==> src/rtl/sdrc_bist_gen.sv <==
// ---------------------------------------------------------------------------
// sdrc_bist_gen -- traffic generator / checker for the sdrc_core app port.
//
// Runs cfg_num_bursts write-then-read burst pairs. Burst b, word k carries
// D(b,k) = cfg_seed + {b,8'h00} + k. Read-back data is compared against the
// same pattern. Mismatches go to a saturating error counter. A read that
// stalls for 2**TMO_W-1 cycles counts its missing words as errors and marks
// the run failed.
//
// Build option:
//   SDRC_BIST_LFSR_ADDR_EN  - burst addresses after the first come from a
//                             32-bit Galois LFSR (taps 0x80200003) instead
//                             of the linear stride.
//
// Ports:
//   clk, reset_n                 clock, async active-low reset
//   bist_start / bist_abort      run control (pulse / level)
//   cfg_*                        run configuration, latched on start
//   app_req*, app_wr_*, app_rd_* sdrc_core application port
//   bist_busy/done/pass, err_cnt run status
// ---------------------------------------------------------------------------
module sdrc_bist_gen #(
  parameter int APP_AW = 30,
  parameter int DW     = 32,
  parameter int LEN_W  = 9,
  parameter int CNT_W  = 16,
  parameter int TMO_W  = 12
) (
  input  logic              clk,
  input  logic              reset_n,
  input  logic              bist_start,
  input  logic              bist_abort,
  input  logic [APP_AW-1:0] cfg_start_addr,
  input  logic [APP_AW-1:0] cfg_addr_stride,
  input  logic [APP_AW-1:0] cfg_addr_mask,
  input  logic [LEN_W-1:0]  cfg_len,
  input  logic [CNT_W-1:0]  cfg_num_bursts,
  input  logic [7:0]        cfg_gap,
  input  logic [DW-1:0]     cfg_seed,
  output logic              app_req,
  output logic [APP_AW-1:0] app_req_addr,
  output logic [LEN_W-1:0]  app_req_len,
  output logic              app_req_wr_n,
  input  logic              app_req_ack,
  output logic [DW-1:0]     app_wr_data,
  output logic [DW/8-1:0]   app_wr_en_n,
  input  logic              app_wr_next_req,
  input  logic              app_rd_valid,
  input  logic [DW-1:0]     app_rd_data,
  output logic              bist_busy,
  output logic              bist_done,
  output logic              bist_pass,
  output logic [CNT_W-1:0]  err_cnt
);

  typedef enum logic [2:0] {
    S_IDLE, S_WR_REQ, S_WR_DATA, S_GAP, S_RD_REQ, S_RD_DATA, S_NEXT, S_DONE
  } state_t;

  state_t state, state_nxt;

  // latched run configuration
  logic [APP_AW-1:0] stride_q, mask_q;
  logic [LEN_W-1:0]  len_q;
  logic [CNT_W-1:0]  num_q;
  logic [7:0]        gap_q;
  logic [DW-1:0]     seed_q;

  // run progress
  logic [APP_AW-1:0] addr_q, addr_step;
  logic [CNT_W-1:0]  b_q;
  logic [LEN_W-1:0]  k_q;
  logic [7:0]        gap_cnt;
  logic [TMO_W-1:0]  tmo_cnt;
  logic [CNT_W-1:0]  err_q;
  logic              tmo_flag;
  logic              busy_q, done_q, pass_q;

  logic [CNT_W:0]    b_nxt;
  logic [DW-1:0]     data_pat;
  logic              wr_take, wr_last, rd_take, rd_last, tmo_hit, mismatch;
  logic              cfg_empty;

  function automatic logic [CNT_W-1:0] sat_add(input logic [CNT_W-1:0] a,
                                               input logic [CNT_W-1:0] b);
    logic [CNT_W:0] s;
    s = {1'b0, a} + {1'b0, b};
    return s[CNT_W] ? '1 : s[CNT_W-1:0];
  endfunction

  assign data_pat = seed_q + DW'({b_q, 8'h00}) + DW'(k_q);
  assign b_nxt    = {1'b0, b_q} + 1'b1;

  // A write word is consumed on any next_req cycle once the request has been
  // accepted, including the acknowledge cycle itself.
  assign wr_take  = app_wr_next_req &&
                    (state == S_WR_DATA || (state == S_WR_REQ && app_req_ack));
  assign wr_last  = wr_take && (k_q == len_q - 1'b1);
  assign rd_take  = (state == S_RD_DATA) && app_rd_valid;
  assign rd_last  = rd_take && (k_q == len_q - 1'b1);
  assign mismatch = app_rd_data != data_pat;
  assign tmo_hit  = (state == S_RD_DATA) && !app_rd_valid && (tmo_cnt == '1);
  assign cfg_empty = (cfg_len == '0) || (cfg_num_bursts == '0);

`ifdef SDRC_BIST_LFSR_ADDR_EN
  logic [31:0] lfsr_q, lfsr_nxt;

  // right-shifting Galois form; bit 0 feeds back through the tap mask
  assign lfsr_nxt  = {1'b0, lfsr_q[31:1]} ^ (lfsr_q[0] ? 32'h8020_0003 : 32'h0);
  assign addr_step = APP_AW'(lfsr_nxt) & mask_q;

  always_ff @(posedge clk or negedge reset_n) begin
    if (!reset_n)
      lfsr_q <= '0;
    else if (state == S_IDLE && bist_start)
      lfsr_q <= 32'(cfg_start_addr) | 32'd1;
    else if (state == S_NEXT)
      lfsr_q <= lfsr_nxt;
  end
`else
  assign addr_step = (addr_q + stride_q) & mask_q;
`endif

  // ---------------------------------------------------------------- FSM
  always_ff @(posedge clk or negedge reset_n) begin
    if (!reset_n) state <= S_IDLE;
    else          state <= state_nxt;
  end

  always_comb begin
    state_nxt = state;
    case (state)
      S_IDLE:    if (bist_start) state_nxt = cfg_empty ? S_DONE : S_WR_REQ;
      S_WR_REQ:  if (app_req_ack) begin
                   if (wr_last) state_nxt = (gap_q == '0) ? S_RD_REQ : S_GAP;
                   else         state_nxt = S_WR_DATA;
                 end
      S_WR_DATA: if (wr_last) state_nxt = (gap_q == '0) ? S_RD_REQ : S_GAP;
      S_GAP:     if (gap_cnt == 8'd1) state_nxt = S_RD_REQ;
      S_RD_REQ:  if (app_req_ack) state_nxt = S_RD_DATA;
      S_RD_DATA: if (rd_last || tmo_hit) state_nxt = S_NEXT;
      // abort is only looked at here, so a pair is never cut in half
      S_NEXT:    state_nxt = (b_nxt == {1'b0, num_q} || bist_abort) ? S_DONE
                                                                     : S_WR_REQ;
      S_DONE:    state_nxt = S_IDLE;
      default:   state_nxt = S_IDLE;
    endcase
  end

  // ------------------------------------------------------------ datapath
  always_ff @(posedge clk or negedge reset_n) begin
    if (!reset_n) begin
      stride_q <= '0;
      mask_q   <= '0;
      len_q    <= '0;
      num_q    <= '0;
      gap_q    <= '0;
      seed_q   <= '0;
      addr_q   <= '0;
      b_q      <= '0;
      k_q      <= '0;
      gap_cnt  <= '0;
      tmo_cnt  <= '0;
      err_q    <= '0;
      tmo_flag <= 1'b0;
      busy_q   <= 1'b0;
      done_q   <= 1'b0;
      pass_q   <= 1'b0;
    end else begin
      case (state)
        S_IDLE: if (bist_start) begin
          stride_q <= cfg_addr_stride;
          mask_q   <= cfg_addr_mask;
          len_q    <= cfg_len;
          num_q    <= cfg_num_bursts;
          gap_q    <= cfg_gap;
          seed_q   <= cfg_seed;
          addr_q   <= cfg_start_addr & cfg_addr_mask;
          b_q      <= '0;
          k_q      <= '0;
          err_q    <= '0;
          tmo_flag <= 1'b0;
          busy_q   <= 1'b1;
          done_q   <= 1'b0;
          pass_q   <= 1'b0;
        end
        S_WR_REQ, S_WR_DATA: if (wr_take) begin
          if (wr_last) begin
            k_q     <= '0;
            gap_cnt <= gap_q;
          end else begin
            k_q <= k_q + 1'b1;
          end
        end
        S_GAP: gap_cnt <= gap_cnt - 1'b1;
        S_RD_REQ: if (app_req_ack) begin
          k_q     <= '0;
          tmo_cnt <= '0;
        end
        S_RD_DATA: begin
          if (app_rd_valid) begin
            tmo_cnt <= '0;
            k_q     <= rd_last ? '0 : k_q + 1'b1;
            if (mismatch) err_q <= sat_add(err_q, CNT_W'(1));
          end else if (tmo_hit) begin
            // words never delivered are charged as errors
            err_q    <= sat_add(err_q, CNT_W'(len_q - k_q));
            tmo_flag <= 1'b1;
            k_q      <= '0;
          end else begin
            tmo_cnt <= tmo_cnt + 1'b1;
          end
        end
        S_NEXT: begin
          b_q    <= b_nxt[CNT_W-1:0];
          addr_q <= addr_step;
        end
        S_DONE: begin
          busy_q <= 1'b0;
          done_q <= 1'b1;
          pass_q <= (err_q == '0) && !tmo_flag;
        end
        default: ;
      endcase
    end
  end

  // ------------------------------------------------------------- outputs
  assign app_req      = (state == S_WR_REQ) || (state == S_RD_REQ);
  assign app_req_wr_n = (state != S_WR_REQ);
  assign app_req_addr = addr_q;
  assign app_req_len  = len_q;
  assign app_wr_data  = data_pat;
  assign app_wr_en_n  = (state == S_WR_DATA || (state == S_WR_REQ && app_req_ack))
                        ? '0 : '1;
  assign bist_busy    = busy_q;
  assign bist_done    = done_q;
  assign bist_pass    = pass_q;
  assign err_cnt      = err_q;

endmodule
==> config.mk <==
export PLATFORM = sky130hd
export DESIGN_NAME = sdrc_bist_gen
export DESIGN_NICKNAME = d
export VERILOG_FILES = /design/src/rtl/sdrc_bist_gen.sv
export SDC_FILE = /design/constraint.sdc
export NUM_CORES = 1
export LEC_CHECK = 0
export CORE_ASPECT_RATIO = 0.7
export CORE_MARGIN = 2
export CORE_UTILIZATION = 55
export CTS_CLUSTER_DIAMETER = 40
export CTS_CLUSTER_SIZE = 25
export DETAILED_ROUTE_END_ITERATION = 16
export PLACE_DENSITY = 0.83
export SLEW_MARGIN = 20
export SYNTH_ARGS = -nofsm -noshare
export SYNTH_HDL_FRONTEND = slang
export SYNTH_SLANG_ARGS = --single-unit
export TNS_END_PERCENT = 5
==> constraint.sdc <==
create_clock -name clk -period 12.75 [get_ports clk]
set_input_delay 2.55 -clock clk [delete_from_list [all_inputs] [get_ports clk]]
set_output_delay 2.55 -clock clk [all_outputs]
set_load 0.05 [all_outputs]
Word-level counts from Yosys, hierarchy flattened
Index checks and enable logic that the tools add are counted.
{"block": "word_totals", "out_inout_bits": 96, "wordCells": 137, "regBits": 223, "inputBits": 194}
{"block": "op_classes", "n_reduce_logical": 36, "bitwise": 2, "n_addsub": 11, "n_eq_ne": 26, "muxes": 45}
{"op": "two-way mux 16 bit", "n": 6}
{"op": "one-hot mux 16 bit (2 select lines)", "n": 2}
{"op": "two-way mux 9 bit", "n": 7}
{"op": "AND 30 bit", "n": 2}
{"op": "one-hot mux 30 bit (2 select lines)", "n": 1}
{"op": "two-way mux 12 bit", "n": 3}
{"op": "one-hot mux 9 bit (4 select lines)", "n": 1}
{"op": "adder 16 x 1 -> 17 bit (second input constant)", "n": 2}
{"op": "adder 32 x 24 -> 32 bit", "n": 1}
{"op": "adder 32 x 9 -> 32 bit", "n": 1}
{"op": "logical NOT 16 bit", "n": 2}
{"op": "inequality test 32 bit", "n": 1}
{"op": "adder 30 bit", "n": 1}
{"op": "two-way mux 3 bit", "n": 10}
{"op": "two-way mux 30 bit", "n": 1}
{"op": "one-hot mux 12 bit (2 select lines)", "n": 1}
{"op": "one-hot mux 3 bit (8 select lines)", "n": 1}
{"op": "inequality test 2 bit (second input constant)", "n": 9}
{"op": "adder 16 x 16 -> 17 bit", "n": 1}
{"op": "== test 17 x 16 -> 1 bit", "n": 1}
{"op": "two-way mux 8 bit", "n": 2}
{"op": "one-hot mux 8 bit (2 select lines)", "n": 1}
{"op": "adder 12 x 1 -> 12 bit (second input constant)", "n": 1}
{"op": "== test 12 bit (second input constant)", "n": 1}
{"op": "29 further kinds", "n": 61}

Depth between registers and ports, before layout
Gate-level depths: netlist of the first run.
{"block": "logic_depth", "ltp_word": 8, "ltp_mapped": 24, "ltp_nobuf": 23}

Worst setup path after synthesis of the first run
OpenSTA, ideal clock, no wires.
{"block": "synth_path", "kind": "register to output", "startpoint": "reg k_q[1]", "endpoint": "out app_wr_data[19]", "t_arrival_ns": 3.499, "path_buffers": 0, "required_time_ns": 10.200, "stages_incl_launch_ff": 11, "path_slack_ns": 6.701, "cell_sequence": "dfrtp_1 ha_1 ha_1 inv_1 fa_1 nand2b_1 a21oi_2 o311ai_1 nand3b_1 a211oi_1 a221oi_1"}
{"block": "synth_between", "elab_chain_cells": 1}
{"element": "start, declared", "line_no": "72", "rtl": "logic [LEN_W-1:0] k_q;"}
{"element": "start signal, assigned", "line_no": "192", "rtl": "k_q <= k_q + 1'b1;"}
{"element": "start signal, assigned", "line_no": "203", "rtl": "k_q <= rd_last ? '0 : k_q + 1'b1;"}
{"element": "adder 32 x 9 -> 32 bit", "line_no": "91", "rtl": "assign data_pat = seed_q + DW'({b_q, 8'h00}) + DW'(k_q);"}
{"element": "end, declared", "line_no": "45", "rtl": "output logic [DW-1:0] app_wr_data,"}
Every way passes these cells.

Worst setup path after layout of the first run
Ends and elaborated chain as after synthesis.

==> results of run 1 <==
-- tightest hold or removal path, stage by stage (launching register included) --
cell	delay, ns
dfrtp_1	0.34
nand2_1	0.05
nand2_1	0.06
-- power groups by stage --
| stage | combinational (W) | clock [W] | sequential (W) |
|---|---|---|---|
| after floorplan | 0.00196 | 0 | 0.00142 |
| after global placement | 0.00293 | 0 | 0.00126 |
| after detailed placement | 0.00300 | 0 | 0.00127 |
| after CTS | 0.00304 | 0.000917 | 0.00126 |
| after global routing | 0.00333 | 0.000951 | 0.00131 |
| final | 0.00307 | 0.000911 | 0.00128 |
-- area by class of cell --
| type | instances | area share [%] |
|---|---|---|
| flip-flops and latches | 223 | 27.5 |
| diodes | 4 | 0.0494 |
| clock inverters | 27 | 1.61 |
| clock buffers | 31 | 3.83 |
| repair buffers | 298 | 14.6 |
| multi-input cells | 1662 | 49.0 |
| well taps | 378 | 2.33 |
| inverters | 56 | 1.04 |
-- flip-flops by register name, summed over array words and instances (netlist names), 3 cells and up --
name	count
app_req_addr	30
app_req_len	9
b_q	16
err_cnt	16
gap_cnt	8
gap_q	8
k_q	9
mask_q	30
num_q	16
seed_q	32
state	3
stride_q	30
tmo_cnt	12
-- kinds of logic (layout without fill, tap and decap cells) --
kind of cell,Yosys count,count (layout),synth area share (%)
simple gates,923,923,25.6
buf+inv,146,412,3.65
fa+ha+maj,114,114,9.10
other cells,0,4,0
compound gates,482,482,18.8
flops,223,223,34.7
mux,14,14,0.910
xor+xnor,129,129,7.25
-- worst max path at each step --
stage          cells past startpoint              end            start  slack, ns
6_report                          11  app_wr_data[19]           k_q[1]       5.51
4_1_cts                           11  app_wr_data[19]           k_q[1]       5.57
3_3_place_gp                      13      err_cnt[14]   app_rd_data[7]       5.88
5_1_grt                           12  app_wr_data[30]           b_q[0]       5.35
2_1_floorplan                     10  app_wr_data[19]           k_q[1]       6.70
3_5_place_dp                      13      err_cnt[14]  app_rd_data[21]       5.83
-- per-stage QoR --
stage | utilization (%) | cells | worst slack (ns) | power [W] | instance area, um2
floorplan | - | 2031 | 6.70 | 0.00338 | 16100
global placement | 66.5 | 2617 | 5.88 | 0.00420 | 19200
detailed placement | 66.5 | 2617 | 5.83 | 0.00427 | 19200
CTS | 70.3 | 2675 | 5.57 | 0.00522 | 20300
global route | 70.3 | 2678 | 5.35 | 0.00559 | 20300
finish | 70.3 | 2679 | 5.51 | 0.00526 | 20300
-- per-layer routing --
layer | GRT usage, % | vias up | part of all wire (%)
met5 | 0 | - | 0.068
met4 | 6.87 | 6 | 1.6
met3 | 6.76 | 68 | 9.8
met2 | 49.8 | 759 | 42
met1 | 51.8 | 7808 | 46
li1 | - | 7643 | -
-- cells in the final DEF, fill, tap and decap left out, drive strengths merged, types with 6 or more instances in the layout --
cell / instances
nor4: 16
o21ai: 141
nor3b: 6
clkdlybuf4s50: 288
o22ai: 7
buf: 10
nand2: 511
and4: 7
nor2: 126
and2: 15
nand2b: 27
o21a: 9
nor3: 61
mux2i: 9
nor2b: 11
o21bai: 10
inv: 68
a21o: 25
a31oi: 28
nand3: 54
clkinv: 6
nand4: 20
o31ai: 14
or3: 10
clkbuf: 31
dfrtp: 223
clkinvlp: 6
and3: 39
a2111oi: 8
xnor2: 72
xor2: 55
a211oi: 22
ha: 109
a21oi: 147
o2111ai: 7
o211ai: 11
a221oi: 8
==> impl_metrics.py, run 1 <==
metrics = {
    "synth": {
        "synthCells": 2031,
        "synth_area_leaders": "dfrtp_1 (35%), nand2_1 (12%), ha_1 (8.5%)",
        "ys.warnings.count": 0,
        "synth_fp_nets": 2339,
        "synth-seq-cells": 223,
        "synthFlopType": "dfrtp_1",
        "async_flop_share_pct": 100,
        "synth.yosys.seq_area_share_pct": 34.7,
        "synth.largest_area_cell": "dfrtp_1",
        "postSynthAreaPerCell_um2": 7.92,
        "synth_top_area_share_pct": 34.7,
        "synth.most_common_cell": "nand2_1",
        "synth.distinct_cells": 90,
        "netlist_area_um2": 16100,
        "synth_edf_count": 0,
        "synth_common_cells": "nand2_1 (510), dfrtp_1 (223), a21oi_1 (146)",
    },
    "sta": {
        "setup_viol_count_final": 0,
        "rsz0062_at_grt": "no",
        "finalCritPeriodShare_pct": 56.8,
        "max_slew_margin_pct": 32.0,
        "drv_slew": 0,
        "worst_pin_slew_ns": 1.02,
        "max_freq_ghz": 0.138,
        "worst_clock_skew_ns": 0.0238,
        "fin_crit_ns": 7.24,
        "finalHoldWorstSlack_ns": 0.474,
        "setup_tns_ns": 0,
        "finalHoldViolCount": 0,
    },
    "placement": {
        "portBuffers": 289,
        "routabilityCongestion": 1.03,
        "hpwlAfterDp_mm": 40.1,
    },
    "routing": {
        "drt_iter0_markers": 1737,
        "ant_nets": 0,
        "via_per_inst": 6.08,
        "routed_wl_mm": 52.8,
        "vias": 16284,
        "drc": 0,
        "wl_per_cell_um": 19.7,
        "drt_pass1_iterations": 5,
    },
    "floorplan": {
        "core_um2": 28800,
        "die_x_um": 208,
        "dieArea_um2": 30700,
        "num_io_pins": 290,
        "start_util_pct": 55.8,
        "fp.dieH_um": 147,
        "fp-row-count": 52,
    },
    "setup_path": {
        "worstPathRequired_ns": 10.20,
        "worst-setup-path-type": "reg -> out",
        "cp_max_fo": 10,
        "cp_top_family": "compound AO/OA/AOI/OAI gates",
        "slowest_stage": "clkdlybuf4s50_1",
        "critPathLaunchType": "flop",
        "r2r_end": "err_cnt[12]",
        "r2r_cells": 16,
        "critPathArrivalTime_ns": 4.69,
        "reg2reg_setup_slack_ns": 6.87,
        "crit_buf_inv": 2,
        "end_kind": "primary output",
        "timing.rr.start": "k_q[1]",
        "cpMostUsedCell": "ha_1",
        "path_cells": "ha_1 -> ha_1 -> inv_1 -> fa_1 -> nand2b_1 -> a21oi_2 -> o311ai_1 -> nand3b_1 -> a211oi_1 -> a221oi_1 -> clkdlybuf4s50_1",
        "cp_slowest_stage_delay_ns": 0.90,
    },
    "layout": {
        "fillers": 2280,
        "drive_above_1_share_pct": 4.35,
        "nNetsFinal": 2580,
        "register_area_um2": 5580,
        "multiInputGateArea_um2": 9930,
        "syn_to_final_growth_pct": 26.0,
    },
    "power_and_ir_drop": {
        "leakagePower_nw": 9.34,
        "irDropWorstVdd_mv": 0.177,
        "power.share.clock_pct": 17.3,
        "swShare_pct": 49.5,
        "p_comb_share_pct": 58.4,
        "p_int_w": 0.00265,
        "seqPwrFrac_pct": 24.3,
        "power_switching_w": 0.00260,
        "p_per_area_nw_per_um2": 259,
    },
    "clock_tree": {
        "cts_tree": "done",
        "cts_sinks": 223,
        "post-cts-setup-buffers": 0,
        "clk_pin_slew_ns": 0.06,
        "cts_root_buf": "clkbuf_16",
        "ctsHoldBuffers": 0,
        "cts_htree_levels": 1,
        "clockBufferDepth": 3,
        "cts_resized": 0,
        "clk_latency_ns": 0.58,
        "numCtsBuffers": 31,
    },
    "global_route": {
        "grt_usage_pct": 33.9,
        "grt_start_max_net_pins": 96,
        "grt_pass1_wl_mm": 83.6,
        "antenna_found_initial": 7,
        "grt_pass1_vias": 15478,
        "globalRoute.totalOverflow": 0,
    },
    "worst_hold_path": {
        "min_to": "mask_q[25]",
        "hold_class": "reg -> reg",
        "hp-start": "mask_q[25]",
        "whs_path_depth": 2,
    },
    "status": {
        "status": "complete, no violations",
    },
    "run": {
        "maxCapViolCount": 0,
    },
}
No activity file was read; power rests on OpenSTA's default activity.
==> inputs of run 2 (changes only) <==
Settings changed: CORE_UTILIZATION 55 to 49, PLACE_DENSITY 0.83 to 0.78.
Clock period 12.75 ns to 6.19 ns, I/O delays scaled along.
==> run 2 against run 1 <==
Compared with the run above:
- combinational power is 110% higher
- die area increased by 12%
- clock power grew 99%
- design area rose by 0.15%
- clock skew increased by 0.0016 ns
- first-iteration DRC count is 1.0% higher
- worst hold slack hardly changed
- global-route usage shrank 3.1 points
- sequential power up 100%
- non-clock buffer count grew 2
- via count decreased by 0.94%
==> impl_metrics.py, run 2 (synthesis results as in run 1) <==
metrics = {
    "sta": {
        "setup_tns_ns": 0,
        "max_slew_margin_pct": 34.7,
        "fin_crit_ns": 5.94,
        "setup_viol_count_final": 0,
        "finalHoldViolCount": 0,
        "worst_pin_slew_ns": 0.979,
        "rsz0062_at_grt": "no",
        "finalCritPeriodShare_pct": 96.0,
        "max_freq_ghz": 0.168,
        "worst_clock_skew_ns": 0.0254,
        "drv_slew": 0,
    },
    "clock_tree": {
        "clk_pin_slew_ns": 0.06,
        "numCtsBuffers": 31,
        "cts_root_buf": "clkbuf_16",
        "clockBufferDepth": 3,
        "ctsHoldBuffers": 0,
        "cts_tree": "done",
        "post-cts-setup-buffers": 0,
        "clk_latency_ns": 0.59,
        "cts_htree_levels": 1,
        "cts_resized": 0,
        "cts_sinks": 223,
    },
    "routing": {
        "vias": 16131,
        "routed_wl_mm": 53.8,
        "drc": 0,
        "drt_pass1_iterations": 7,
        "drt_iter0_markers": 1755,
        "ant_nets": 0,
        "wl_per_cell_um": 19.7,
        "via_per_inst": 5.92,
    },
    "power_and_ir_drop": {
        "power.share.clock_pct": 16.8,
        "irDropWorstVdd_mv": 0.496,
        "p_comb_share_pct": 58.8,
        "seqPwrFrac_pct": 24.3,
        "power_w": 0.0108,
        "swShare_pct": 49.2,
        "p_int_w": 0.00548,
        "leakagePower_nw": 9.34,
        "p_per_area_nw_per_um2": 531,
        "power_switching_w": 0.00530,
    },
    "floorplan": {
        "start_util_pct": 49.7,
        "dieArea_um2": 34300,
        "fp.dieH_um": 156,
        "core_um2": 32300,
        "num_io_pins": 290,
        "fp-row-count": 55,
        "die_x_um": 221,
    },
    "worst_hold_path": {
        "hold_class": "reg -> reg",
    },
    "placement": {
        "routabilityCongestion": 0.962,
        "portBuffers": 289,
        "hpwlAfterDp_mm": 41.3,
    },
    "setup_path": {
        "cpMostUsedCell": "ha_1",
        "critPathLaunchType": "flop",
        "crit_buf_inv": 2,
        "worstPathRequired_ns": 4.95,
        "slowest_stage": "clkdlybuf4s50_1",
        "path_cells": "ha_1 -> ha_1 -> inv_1 -> fa_1 -> nand2b_1 -> a21oi_2 -> o311ai_1 -> nand3b_1 -> a211oi_1 -> a221oi_1 -> clkdlybuf4s50_1",
        "end_kind": "primary output",
        "cp_max_fo": 10,
        "cp_slowest_stage_delay_ns": 0.91,
        "worst-setup-path-type": "reg -> out",
        "cp_top_family": "compound AO/OA/AOI/OAI gates",
        "critPathArrivalTime_ns": 4.71,
    },
    "layout": {
        "largest-register": "seed_q",
        "finish.utilization_pct": 62.8,
        "layout_common_cells": "nand2_1 (509), clkdlybuf4s50_1 (288), dfrtp_1 (223)",
        "largest_register_ffs": 32,
        "nNetsFinal": 2582,
        "syn_to_final_growth_pct": 26.2,
        "mostFrequentLayoutCell": "nand2_1",
        "drive_above_1_share_pct": 4.14,
    },
    "global_route": {
        "grt_usage_pct": 30.9,
        "grt_start_max_net_pins": 182,
        "grt_pass1_vias": 15030,
        "antenna_found_initial": 5,
        "grt_pass1_wl_mm": 82.6,
        "globalRoute.totalOverflow": 0,
    },
    "status": {
        "status": "complete, no violations",
    },
    "run": {
        "maxCapViolCount": 0,
    },
}
[run 2: cell count changes in the layout (fill, tap and decap cells not counted), sizes merged]
cell      change
clkbuf        +7
inv           -6
clkinvlp      -4
buf           +2
clkinv        +1
diode         -1
[run 2: power by group through the flow]
stage / combinational, W / clock [W] / sequential, W
2_1_floorplan: 0.00404 / 0 / 0.00293
3_3_place_gp: 0.00609 / 0 / 0.00259
3_5_place_dp: 0.00624 / 0 / 0.00262
4_1_cts: 0.00629 / 0.00184 / 0.00260
5_1_grt: 0.00687 / 0.00190 / 0.00269
6_report: 0.00634 / 0.00181 / 0.00262
[run 2: final cells by class]
cell class	count	area [um2]
flip-flops and latches	223	5580
inverters	56	210
fillers	2801	12000
well taps	427	534
diodes	3	7.51
clock inverters	18	225
clock buffers	38	822
multi-input cells	1662	9930
repair buffers	300	2990
[run 2: per-stage QoR]
stage               worst slack (ns)  cell area, um2  cells  hold slack [ns]
finish                         0.247           20300   2727            0.474
global placement               0.919           19300   2668            0.459
floorplan                       1.23           16100   2031            0.445
CTS                            0.290           20300   2724            0.479
global route                 0.00133           20300   2727            0.499
detailed placement             0.815           19300   2668            0.463
[run 2: path summary, 6_finish.rpt]
kind | from | endpoint | slack, ns | cells past startpoint
setup / recovery | k_q[1] | app_wr_data[19] | 0.25 | 11
min in group asynchronous | reset_n | mask_q[0] | 0.52 | 1
hold reg to reg | mask_q[27] | mask_q[27] | 0.47 | 2
hold / removal | mask_q[27] | mask_q[27] | 0.47 | 2
setup reg to reg | k_q[1] | err_cnt[3] | 0.74 | 15
max in group asynchronous | reset_n | stride_q[23] | 4.36 | 2
[run 2: worst reg2reg max path, delay by kind of cell, from the launching register on]
family | cells | cell delay [ns]
AO/OA/AOI/OAI | 4 | 1.32
XOR/XNOR | 1 | 0.31
adder cells (fa/ha/maj) | 3 | 0.91
buffers and inverters | 1 | 0.06
flip-flops | 1 | 0.45
multiplexers | 1 | 0.39
AND/OR/NAND/NOR | 5 | 1.88
[run 2: layer usage]
layer,up-vias,GRT usage (%),share of wire (%),wire length [um]
li1,7616,-,-,-
met1,7693,47.5,47,25400
met2,738,43.3,41,22100
met3,82,8.11,9.8,5260
met4,2,6.29,2.0,1060
met5,-,0,0.024,13
==> inputs of run 3 (changes only) <==
Settings changed: CORE_UTILIZATION 49 to 54, PLACE_DENSITY 0.78 to 0.82, TNS_END_PERCENT 5 to default.
Clock period 6.19 ns to 6.72 ns, I/O delays scaled along.
==> run 3 against run 2 <==
Compared with the run above:
- critical path type unchanged
- critical endpoint is now app_wr_data[27]
- via count is 1.1% higher
- sequential share of layout area is 0.085 points higher
- setup slack better by 0.48 ns
- combinational power is 7.6% lower
- final cell count is 1.8% lower
- worst hold slack better by 0.0022 ns
- largest cell class unchanged
==> impl_metrics.py, run 3 (synthesis results as in run 1) <==
metrics = {
    "sta": {
        "fin_crit_ns": 5.99,
        "finalCritPeriodShare_pct": 89.1,
        "finalHoldViolCount": 0,
        "setup_tns_ns": 0,
        "setup_viol_count_final": 0,
        "rsz0062_at_grt": "no",
        "setup_slack_ns": 0.730,
        "worst_clock_skew_ns": 0.0232,
        "max_freq_ghz": 0.167,
        "worst_pin_slew_ns": 1.26,
        "max_slew_margin_pct": 15.4,
        "drv_slew": 0,
    },
    "setup_path": {
        "cp_slowest_stage_delay_ns": 0.82,
        "r2r_cells": 14,
        "cp_max_fo": 10,
        "worstPathRequired_ns": 5.38,
        "path_cells": "ha_1 -> ha_1 -> inv_1 -> fa_1 -> nand2b_1 -> a21oi_2 -> o311ai_1 -> nand3b_1 -> a21oi_1 -> nor2_1 -> nor2_1 -> xnor2_1 -> clkdlybuf4s50_1",
        "worst-setup-path-type": "reg -> out",
        "critPathLaunchType": "flop",
        "crit_buf_inv": 2,
        "critPathArrivalTime_ns": 4.65,
        "path_depth": 13,
        "end_kind": "primary output",
        "slowest_stage": "clkdlybuf4s50_1",
        "cp_top_family": "compound AO/OA/AOI/OAI gates",
    },
    "run": {
        "maxCapViolCount": 0,
    },
    "status": {
        "status": "complete, no violations",
    },
    "clock_tree": {
        "clk_latency_ns": 0.58,
        "cts_tree": "done",
        "clk_pin_slew_ns": 0.06,
        "post-cts-setup-buffers": 0,
        "ctsHoldBuffers": 0,
        "cts_root_buf": "clkbuf_16",
        "numCtsBuffers": 30,
        "cts_htree_levels": 1,
        "cts_sinks": 223,
        "clockBufferDepth": 3,
        "cts_resized": 0,
    },
    "power_and_ir_drop": {
        "swShare_pct": 49.5,
        "p_per_area_nw_per_um2": 491,
        "power.share.clock_pct": 16.7,
        "p_comb_share_pct": 58.9,
        "irDropWorstVdd_mv": 0.327,
        "leakagePower_nw": 9.33,
        "power_switching_w": 0.00492,
        "seqPwrFrac_pct": 24.4,
        "power_w": 0.00995,
        "p_int_w": 0.00503,
    },
    "routing": {
        "drc": 0,
        "drt_pass1_iterations": 5,
        "routed_wl_mm": 53.7,
        "via_per_inst": 6.09,
        "ant_nets": 0,
        "wl_per_cell_um": 20.1,
        "drt_iter0_markers": 1622,
        "vias": 16313,
    },
    "global_route": {
        "grt_usage_pct": 33.9,
        "grt_pass1_wl_mm": 83.4,
        "grt_pass1_vias": 15270,
        "globalRoute.totalOverflow": 0,
        "grt_start_max_net_pins": 123,
        "antenna_found_initial": 8,
    },
    "layout": {
        "finish.utilization_pct": 69.6,
        "largest-register": "seed_q",
        "syn_to_final_growth_pct": 25.8,
        "largest_register_ffs": 32,
        "drive_above_1_share_pct": 4.27,
        "mostFrequentLayoutCell": "nand2_1",
        "design_area_um2": 20200,
        "fillers": 2362,
        "layout_common_cells": "nand2_1 (509), clkdlybuf4s50_1 (288), dfrtp_1 (223)",
        "nNetsFinal": 2581,
    },
    "floorplan": {
        "start_util_pct": 55.3,
        "num_io_pins": 290,
        "core_um2": 29100,
        "dieArea_um2": 31200,
        "fp-row-count": 52,
        "fp.dieH_um": 148,
        "die_x_um": 210,
    },
    "worst_hold_path": {
        "whs_path_depth": 2,
        "hold_class": "reg -> reg",
    },
    "placement": {
        "portBuffers": 289,
        "hpwlAfterDp_mm": 40.8,
        "dpl-instance-area_um2": 19200,
        "routabilityCongestion": 1.02,
        "pre_cts_ws_ns": 1.18,
    },
}
==> run 3: final cells by class <==
type,instances,area (um2),share of cell area [%]
inverter,56,210,1.04
timing repair buffer,300,2990,14.8
antenna,5,12.5,0.0618
sequential,223,5580,27.6
multi-input combinational,1662,9930,49.1
clock inverter,21,245,1.21
tap,378,473,2.34
clock buffer,34,796,3.93
==> run 3: power by group through the flow <==
stage | registers (W) | logic (W) | clock network, W
5_1_grt | 0.00249 | 0.00634 | 0.00173
2_1_floorplan | 0.00270 | 0.00372 | 0
3_5_place_dp | 0.00241 | 0.00573 | 0
6_report | 0.00242 | 0.00586 | 0.00166
4_1_cts | 0.00240 | 0.00579 | 0.00167
3_3_place_gp | 0.00239 | 0.00561 | 0
==> run 3: layer usage <==
layer	GRT usage, %	vias to the layer above	part of all wire (%)
met2	48.6	760	41
met4	7.80	6	2.2
met5	0	-	0.076
met3	11.1	103	12
li1	-	7630	-
met1	49.6	7814	45
==> run 3: worst paths after layout <==
kind | slack, ns | to | from
hold / removal | 0.48 | mask_q[6] | mask_q[6]
setup reg to reg | 1.04 | err_cnt[3] | b_q[15]
min in group asynchronous | 0.75 | num_q[14] | reset_n
setup / recovery | 0.73 | app_wr_data[27] | k_q[1]
hold reg to reg | 0.48 | mask_q[6] | mask_q[6]
max in group asynchronous | 4.82 | app_req_len[5] | reset_n
==> run 3: through the flow <==
| stage | hold slack, ns | cells |
|---|---|---|
| 2_1_floorplan | 0.445 | 2031 |
| 4_1_cts | 0.476 | 2674 |
| 3_3_place_gp | 0.457 | 2619 |
| 6_report | 0.476 | 2679 |
| 3_5_place_dp | 0.463 | 2619 |
| 5_1_grt | 0.495 | 2678 |
==> run 3: tightest hold or removal path, cell delays in order, from the launching register on <==
cell,delay (ns)
dfrtp_1,0.34
nand2_1,0.05
nand2_1,0.05
